**config.mk**
```make
export PLATFORM = sky130hd
export DESIGN_NAME = imem_loader
export DESIGN_NICKNAME = d
export VERILOG_FILES = /design/src/rtl/imem_loader.sv
export SDC_FILE = /design/constraint.sdc
export NUM_CORES = 1
export LEC_CHECK = 0
export ABC_AREA = 1
export BUFFER_PORTS_ARGS = -buffer_cell sky130_fd_sc_hd__buf_2
export CORE_MARGIN = 1
export CORE_UTILIZATION = 40
export DETAILED_ROUTE_END_ITERATION = 7
export PLACE_DENSITY_LB_ADDON = 0.05
export REMOVE_ABC_BUFFERS = 1
export SLEW_MARGIN = 20
export SYNTH_ARGS = -nofsm -noshare
export SYNTH_HDL_FRONTEND = slang
export SYNTH_SLANG_ARGS = --single-unit
export TNS_END_PERCENT = 10
```
**constraint.sdc**
```tcl
create_clock -name clk -period 1.6 [get_ports clk]
set_clock_uncertainty 0.1 [all_clocks]
set_input_delay 0.16 -clock clk [delete_from_list [all_inputs] [get_ports clk]]
set_output_delay 0.16 -clock clk [all_outputs]
set_load 0.02 [all_outputs]
```
**src/rtl/imem_loader.sv**
```systemverilog
// Boot-time instruction memory loader: consumes a length-prefixed byte stream,
// packs bytes little-endian into words and writes them from address 0 while holding the core.
module imem_loader #(
    parameter int DEPTH  = 128,
    parameter int WIDTH  = 32,
    parameter int ADDR_W = $clog2(DEPTH) + 2
) (
    input  logic              clk,
    input  logic              reset,
    input  logic              start,
    input  logic              rx_valid,
    input  logic [7:0]        rx_data,
    output logic              rx_ready,
    output logic              we0,
    output logic [ADDR_W-1:0] wr_addr0,
    output logic [WIDTH-1:0]  wr_din0,
    output logic              cpu_hold,
    output logic              busy,
    output logic              done,
    output logic              err
);

    localparam int BPW  = WIDTH / 8;
    localparam int BCW  = (BPW > 1) ? $clog2(BPW) : 1;
    localparam int IDXW = $clog2(DEPTH + 1);

    typedef enum logic [2:0] {
        ST_IDLE  = 3'd0,
        ST_LEN   = 3'd1,
        ST_DATA  = 3'd2,
        ST_WRITE = 3'd3,
        ST_DONE  = 3'd4,
        ST_ERR   = 3'd5
    } state_t;

    state_t              state_r;
    logic [2:0]          hdr_cnt_r;
    logic [BCW-1:0]      byte_cnt_r;
    logic [IDXW-1:0]     idx_r;
    logic [31:0]         count_r;
    logic [WIDTH-1:0]    word_r;
    logic                rx_ready_r;
    logic                we0_r;
    logic [ADDR_W-1:0]   wr_addr0_r;
    logic [WIDTH-1:0]    wr_din0_r;
    logic                busy_r;
    logic                done_r;
    logic                err_r;

    logic                rx_fire_s;
    logic [31:0]         hdr_full_s;
    logic [WIDTH-1:0]    word_full_s;
    logic [IDXW-1:0]     idx_next_s;

    // Bytes shift in from the top, so after a full word byte k sits at bits [8k+7:8k].
    assign rx_fire_s   = rx_valid && rx_ready_r;
    assign hdr_full_s  = {rx_data, count_r[31:8]};
    assign word_full_s = (word_r >> 8) | (WIDTH'(rx_data) << (WIDTH - 8));
    assign idx_next_s  = idx_r + IDXW'(1);

    assign rx_ready = rx_ready_r;
    assign we0      = we0_r;
    assign wr_addr0 = wr_addr0_r;
    assign wr_din0  = wr_din0_r;
    assign busy     = busy_r;
    assign cpu_hold = busy_r;
    assign done     = done_r;
    assign err      = err_r;

    // Loader FSM; every output is a register updated alongside the state transition.
    always_ff @(posedge clk or negedge reset) begin
        if (!reset) begin
            state_r    <= ST_IDLE;
            hdr_cnt_r  <= 3'd0;
            byte_cnt_r <= '0;
            idx_r      <= '0;
            count_r    <= 32'd0;
            word_r     <= '0;
            rx_ready_r <= 1'b0;
            we0_r      <= 1'b0;
            wr_addr0_r <= '0;
            wr_din0_r  <= '0;
            busy_r     <= 1'b0;
            done_r     <= 1'b0;
            err_r      <= 1'b0;
        end else begin
            case (state_r)
                ST_IDLE, ST_DONE, ST_ERR: begin
                    if (start) begin
                        state_r    <= ST_LEN;
                        hdr_cnt_r  <= 3'd0;
                        byte_cnt_r <= '0;
                        idx_r      <= '0;
                        count_r    <= 32'd0;
                        rx_ready_r <= 1'b1;
                        busy_r     <= 1'b1;
                        done_r     <= 1'b0;
                        err_r      <= 1'b0;
                    end
                end
                ST_LEN: begin
                    if (rx_fire_s) begin
                        count_r <= hdr_full_s;
                        if (hdr_cnt_r != 3'd4) begin
                            hdr_cnt_r <= hdr_cnt_r + 3'd1;
                        end
                        if (hdr_cnt_r == 3'd3) begin
                            if (hdr_full_s == 32'd0) begin
                                state_r    <= ST_DONE;
                                rx_ready_r <= 1'b0;
                                busy_r     <= 1'b0;
                                done_r     <= 1'b1;
                            end else if (hdr_full_s > 32'(DEPTH)) begin
                                state_r    <= ST_ERR;
                                rx_ready_r <= 1'b0;
                                busy_r     <= 1'b0;
                                err_r      <= 1'b1;
                            end else begin
                                state_r    <= ST_DATA;
                            end
                        end
                    end
                end
                ST_DATA: begin
                    if (rx_fire_s) begin
                        word_r <= word_full_s;
                        if (byte_cnt_r == BCW'(BPW - 1)) begin
                            byte_cnt_r <= '0;
                            state_r    <= ST_WRITE;
                            rx_ready_r <= 1'b0;
                            we0_r      <= 1'b1;
                            wr_addr0_r <= ADDR_W'(idx_r) << 2'd2;
                            wr_din0_r  <= word_full_s;
                        end else begin
                            byte_cnt_r <= byte_cnt_r + BCW'(1);
                        end
                    end
                end
                ST_WRITE: begin
                    we0_r <= 1'b0;
                    idx_r <= idx_next_s;
                    if (32'(idx_next_s) == count_r) begin
                        state_r <= ST_DONE;
                        busy_r  <= 1'b0;
                        done_r  <= 1'b1;
                    end else begin
                        state_r    <= ST_DATA;
                        rx_ready_r <= 1'b1;
                    end
                end
                default: begin
                    state_r    <= ST_IDLE;
                    rx_ready_r <= 1'b0;
                    we0_r      <= 1'b0;
                    busy_r     <= 1'b0;
                    done_r     <= 1'b0;
                    err_r      <= 1'b0;
                end
            endcase
        end
    end

endmodule

```
# Word level (Yosys, flattened, before mapping)
# Index checks and enable logic that the tools add are counted.
# Widths: inputs -> output; s select.
[totals]
word_cells = 110
input_bits = 12
out_inout_bits = 47
regBits = 124
[classes]
addsub = 3
reduce_logical = 21
bitwise_logic = 4
n_eq_ne = 21
mux = 47
order_cmp = 1
[op_table]
columns = ["cell", "n"]
rows = [
  ["$mux 32", 2],
  ["$pmux 32 s2", 1],
  ["$mux 3", 11],
  ["$eq 8x32->1", 1],
  ["$gt 32x8->1 const B", 1],
  ["$logic_not 32->1", 1],
  ["$or 24x32->32", 1],
  ["$ne 2x2->1 const B", 11],
  ["$mux 1", 20],
  ["$reduce_and 6->1", 3],
  ["$pmux 8 s2", 1],
  ["$pmux 1 s4", 3],
  ["$pmux 3 s4", 1],
  ["$reduce_and 3->1", 4],
  ["$eq 3x2->1 const B", 3],
  ["$add 8x1->8 const B", 1],
  ["$mux 8", 1],
  ["$reduce_and 7->1", 1],
  ["$eq 3x3->1 const B", 2],
  ["$mux 2", 3],
  ["$ne 3x3->1 const B", 2],
  ["$pmux 3 s2", 1],
  ["$reduce_bool 2->1", 3],
  ["$reduce_and 5->1", 1],
  ["15 further kinds", 18],
]

# Logic depth before layout (Yosys ltp)
[depth]
word_depth = 6
mapped_depth = 14
mapped_depth_nobuf = 14

# Least setup slack after synthesis
# Ideal clock, no wire load.
[synth_timing]
path_type = "flip-flop to flip-flop"
from = "reg idx_r[0]"
to = "reg state_r[1]"
t_required_ps = 1375
t_arrival_ps = 1500
setup_time_ps = 125
setup_slack_ps = -124
stages_incl_launch_ff = 13
path_cell_list = "dfrtp_1 -> ha_1 -> nand3_1 -> o21ai_0 -> nand2_1 -> nand2_1 -> nand2_1 -> nor2_1 -> nand3_1 -> nand2_1 -> nand2_1 -> nand2_1 -> nand2_1"
[synth_between]
elab_chain_len = 4
[synth_rtl]
columns = ["element", "line", "rtl"]
rows = [
  ["from (decl)", "39", "logic [IDXW-1:0] idx_r;"],
  ["from (signal assigned)", "141", "idx_r <= idx_next_s;"],
  ["$add 8x1->8", "59", "assign idx_next_s = idx_r + IDXW'(1);"],
  ["$eq 8x32->1", "142", "if (32'(idx_next_s) == count_r) begin"],
  ["$mux 3", "142", ""],
  ["$pmux 3 s4", "87", "case (state_r)"],
  ["to (signal assigned)", "90", "state_r <= ST_LEN;"],
  ["to (signal assigned)", "143", "state_r <= ST_DONE;"],
  ["to (signal assigned)", "147", "state_r <= ST_DATA;"],
  ["to (decl)", "36", "state_t state_r;"],
]
# Every way passes these cells.
# A chain may end at the register's enable or synchronous reset.

# Worst setup path in the final report
[layout_timing]
from = "reg count_r[16]"
to = "reg rx_ready_r (netlist: rx_ready)"
[layout_between]
elab_chain_len = 5
[layout_rtl]
columns = ["element", "line", "rtl"]
rows = [
  ["from (decl)", "40", "logic [31:0] count_r;"],
  ["from (signal assigned)", "103", "count_r <= hdr_full_s;"],
  ["branches (longest 5 deep; another with $gt 32x8->1)", "-", ""],
  ["to (signal assigned)", "95", "rx_ready_r <= 1'b1;"],
  ["to (signal assigned)", "110", "rx_ready_r <= 1'b0;"],
  ["to (signal assigned)", "115", "rx_ready_r <= 1'b0;"],
  ["to (decl)", "42", "logic rx_ready_r;"],
]
# Several ways; the timed one is not identified. The select of a mux whose other input is x is not followed.

==> metrics <==
post-synthesis cell count=between 500 and 600; Max stage delay on crit path=390 ps; clock share of power=between 50% and 60%; Clock Tree Buf Depth=2; GR Overflow Total=0; fin. max-slew vios=0; sw power=0.001329 W; crit path time final=~1800 ps; vias in the first global route=3971; share of cells above drive strength 1=31.52%; clock sink count=roughly 120; register area=0.002904 sq mm; Num CTS Buffers=17; Distinct cells, synth=35; Global Route Usage Sum=19.44%; antenna viol nets, final=0; CTS clk-pin slew, worst paths=around 50 ps; I/O Pins=just under 60; Crit Path Category=reg2reg; drt pass-1 iters=5; pwr dens=967.0 mW/mm^2; Initial Util=41.24%; DR iter-0 viols=179; GRT Max-Usage Layer=met2; post-route clock period utilization=113.3%; total wire length=between 10000 and 15000 um; Layout Nets=between 700 and 800; CP arrival=around 2000 ps; average via count per standard cell=about 4.7; DR WL/cell=13.21 um; Max-cap violations=0; Worst Path Required=1850 ps; sw frac=19.88%; initial antenna violation count=0; largest net degree at the start of global routing=35; Setup crit end kind=register; Setup WS post-layout=-212.2 ps; FMAX=551.8 MHz; Die H=roughly 110 um; Die ar.=0.01289 sq mm; GP Congestion=approximately 0.82; slack of the worst reg-to-reg path=-210 ps; routing usage on met2=30.73%; Die W=113.5 um; Final Hold Fails=0; clk root buf=clkbuf_16; post-DP HPWL=7838 um; most common cell after layout, fill and taps aside=dfrtp_1; fin util=57.32%; residual DRC count=0; Mean Syn Cell Area=9.162 sq um; Fillers=around 1100; RSZ-0062 raised after global routing=yes; CORE AREA=0.01206 sq mm; M3 GR Usage=4.251%; Post-Syn Area=0.004975 sq mm; first-pass GRT wire length=19350 um; antenna diode count=0; CP Cell Sequence=nor2_2 -> nand2_1 -> nor2_2 -> nand2_2 -> nor3_4 -> nand4_1 -> nand2_1 -> clkinv_1 -> nand2_1 -> nand2_1 -> nand2_1; status=finished with violations; failing checks=negative setup slack; area occupied by multi-input gates=0.001810 sq mm; Max Fanout on Critical Path=3; CTS H-tree depth=4; vias=4030; internal power=0.005357 W; Tot Pwr=~0.0067 W; number of I/O port buffers=56; Yosys reg bits=116; Leak=3.744 nW; worst-skew pair later-pin latency=410 ps; worst hold path type=in2reg; worst slack at placement=-325.4 ps; Comb pwr share=2.4%; Critical Path Source Type=register; slowest CP cell=dfrtp_1; # rows=40; VDD IR max=approximately 0.53 mV; endpoints failing setup=51; Seq/Total Area, Yosys=58.35%; grt met1 use=25.73%; register share of total power=44.0%; P&R area growth vs syn=38.98%; CTS tree=built; Yosys warning total=0; CP dominant cell by count=nand2_1; commonest cells after routing, fill and taps aside=dfrtp_1, nand2_1, inv_1
through the flow:
stage	setup TNS (ps)	hold slack, ps	area, sq um	cells
final	-2053	20.04	6914	866
after global routing	-8266	33.50	6914	866
after CTS	-2447	6.376	6775	860
after detailed placement	-8722	-21.40	5973	815
after global placement	-8483	-20.29	5973	815
after floorplan	-19100	-235.6	4877	524
worst max-delay path: cells and delay by family, from the launching register on:
family	cells	cell delay, ps
buf+inv	1	80
flops	1	390
simple gates	10	1200
per-layer routing:
layer / part of all wire (%) / vias up
met3: 3.2 / 21
met2: 48 / 63
met5: 0 / -
li1: - / 2048
met4: 1.9 / 0
met1: 47 / 1898
layout make-up:
type,count,area share [%]
Tap cell,168,3.040
Multi-Input combinational cell,322,26.19
Timing Repair inverter,1,0.1086
Timing Repair Buffer,143,15.67
Sequential cell,116,42.00
Clock buffer,26,7.510
Inverter,86,4.832
Clock inverter,4,0.6515
power groups by stage:
stage               Sequential, W  Combinational (W)  Clock (W)
floorplan                 0.00299          0.0000178          0
global placement          0.00299           0.000141          0
detailed placement        0.00299           0.000143          0
CTS                       0.00294           0.000163    0.00367
global route              0.00294           0.000180    0.00380
finish                    0.00294           0.000158    0.00358
cells in the mapped netlist:
library cell	n	area [sq um]
a211oi_1	1	7.510
a21oi_1	1	5.000
a21oi_2	1	8.760
a31oi_1	1	6.260
a31oi_2	1	12.51
buf_1	1	3.750
buf_2	6	30.03
buf_4	3	22.52
buf_6	1	11.26
clkbuf_1	9	33.78
clkinv_1	1	3.750
conb_1	1	3.750
dfrtp_1	116	2903
ha_1	5	62.56
inv_1	80	300.3
inv_2	4	15.01
inv_4	1	6.260
mux2_2	1	11.26
mux2_4	7	105.1
nand2_1	123	461.7
nand2_2	1	6.260
nand2_4	1	11.26
nand3_1	22	110.1
nand4_1	7	43.79
nor2_1	30	112.6
nor2_2	2	12.51
nor2_4	2	22.52
nor2_8	1	20.02
nor3_1	2	10.01
nor3b_1	1	7.510
o21ai_0	70	350.3
o21ai_1	1	5.000
o21ai_2	1	8.760
o22ai_1	37	231.5
xor2_1	1	8.760
worst paths after layout:
kind | startpoint | to | cells past startpoint
worst max-delay path | count_r[16]$_DFFE_PN0P_ | rx_ready$_DFFE_PN0P_ | 11
worst min-delay path | rx_data[0] | wr_din0[24]$_DFFE_PN0P_ | 4
worst max register to register | count_r[16]$_DFFE_PN0P_ | rx_ready$_DFFE_PN0P_ | 11
max in group asynchronous | reset | wr_din0[28]$_DFFE_PN0P_ | 3
min in group asynchronous | reset | wr_din0[18]$_DFFE_PN0P_ | 2
worst min register to register | done$_DFFE_PN0P_ | done$_DFFE_PN0P_ | 2
repair_timing:
item	4_1_cts	5_1_grt
setup buffers	5	5
pin swaps	10	19
endpoints found under the hold margin	125	0
hold buffers	10	0
endpoints found under the setup margin	73	113
gates cloned	0	1
resized for setup	40	41
cells by family after synthesis:
kind of cell | synth area share (%)
fa+ha+maj | 1.258
simple gates | 16.45
compound gates | 12.78
buf+inv | 8.576
other cells | 0.07538
flops | 58.35
mux | 2.339
xor+xnor | 0.1761
flip-flops by register name (all words and copies together), names as in the netlist:
register    count
we0             1
busy            1
hdr_cnt_r       3
word_r         24
rx_ready        1
wr_addr0        7
wr_din0        32
state_r         3
count_r        32
idx_r           8
err             1
done            1
byte_cnt_r      2
(Power assumes the default switching activity.)
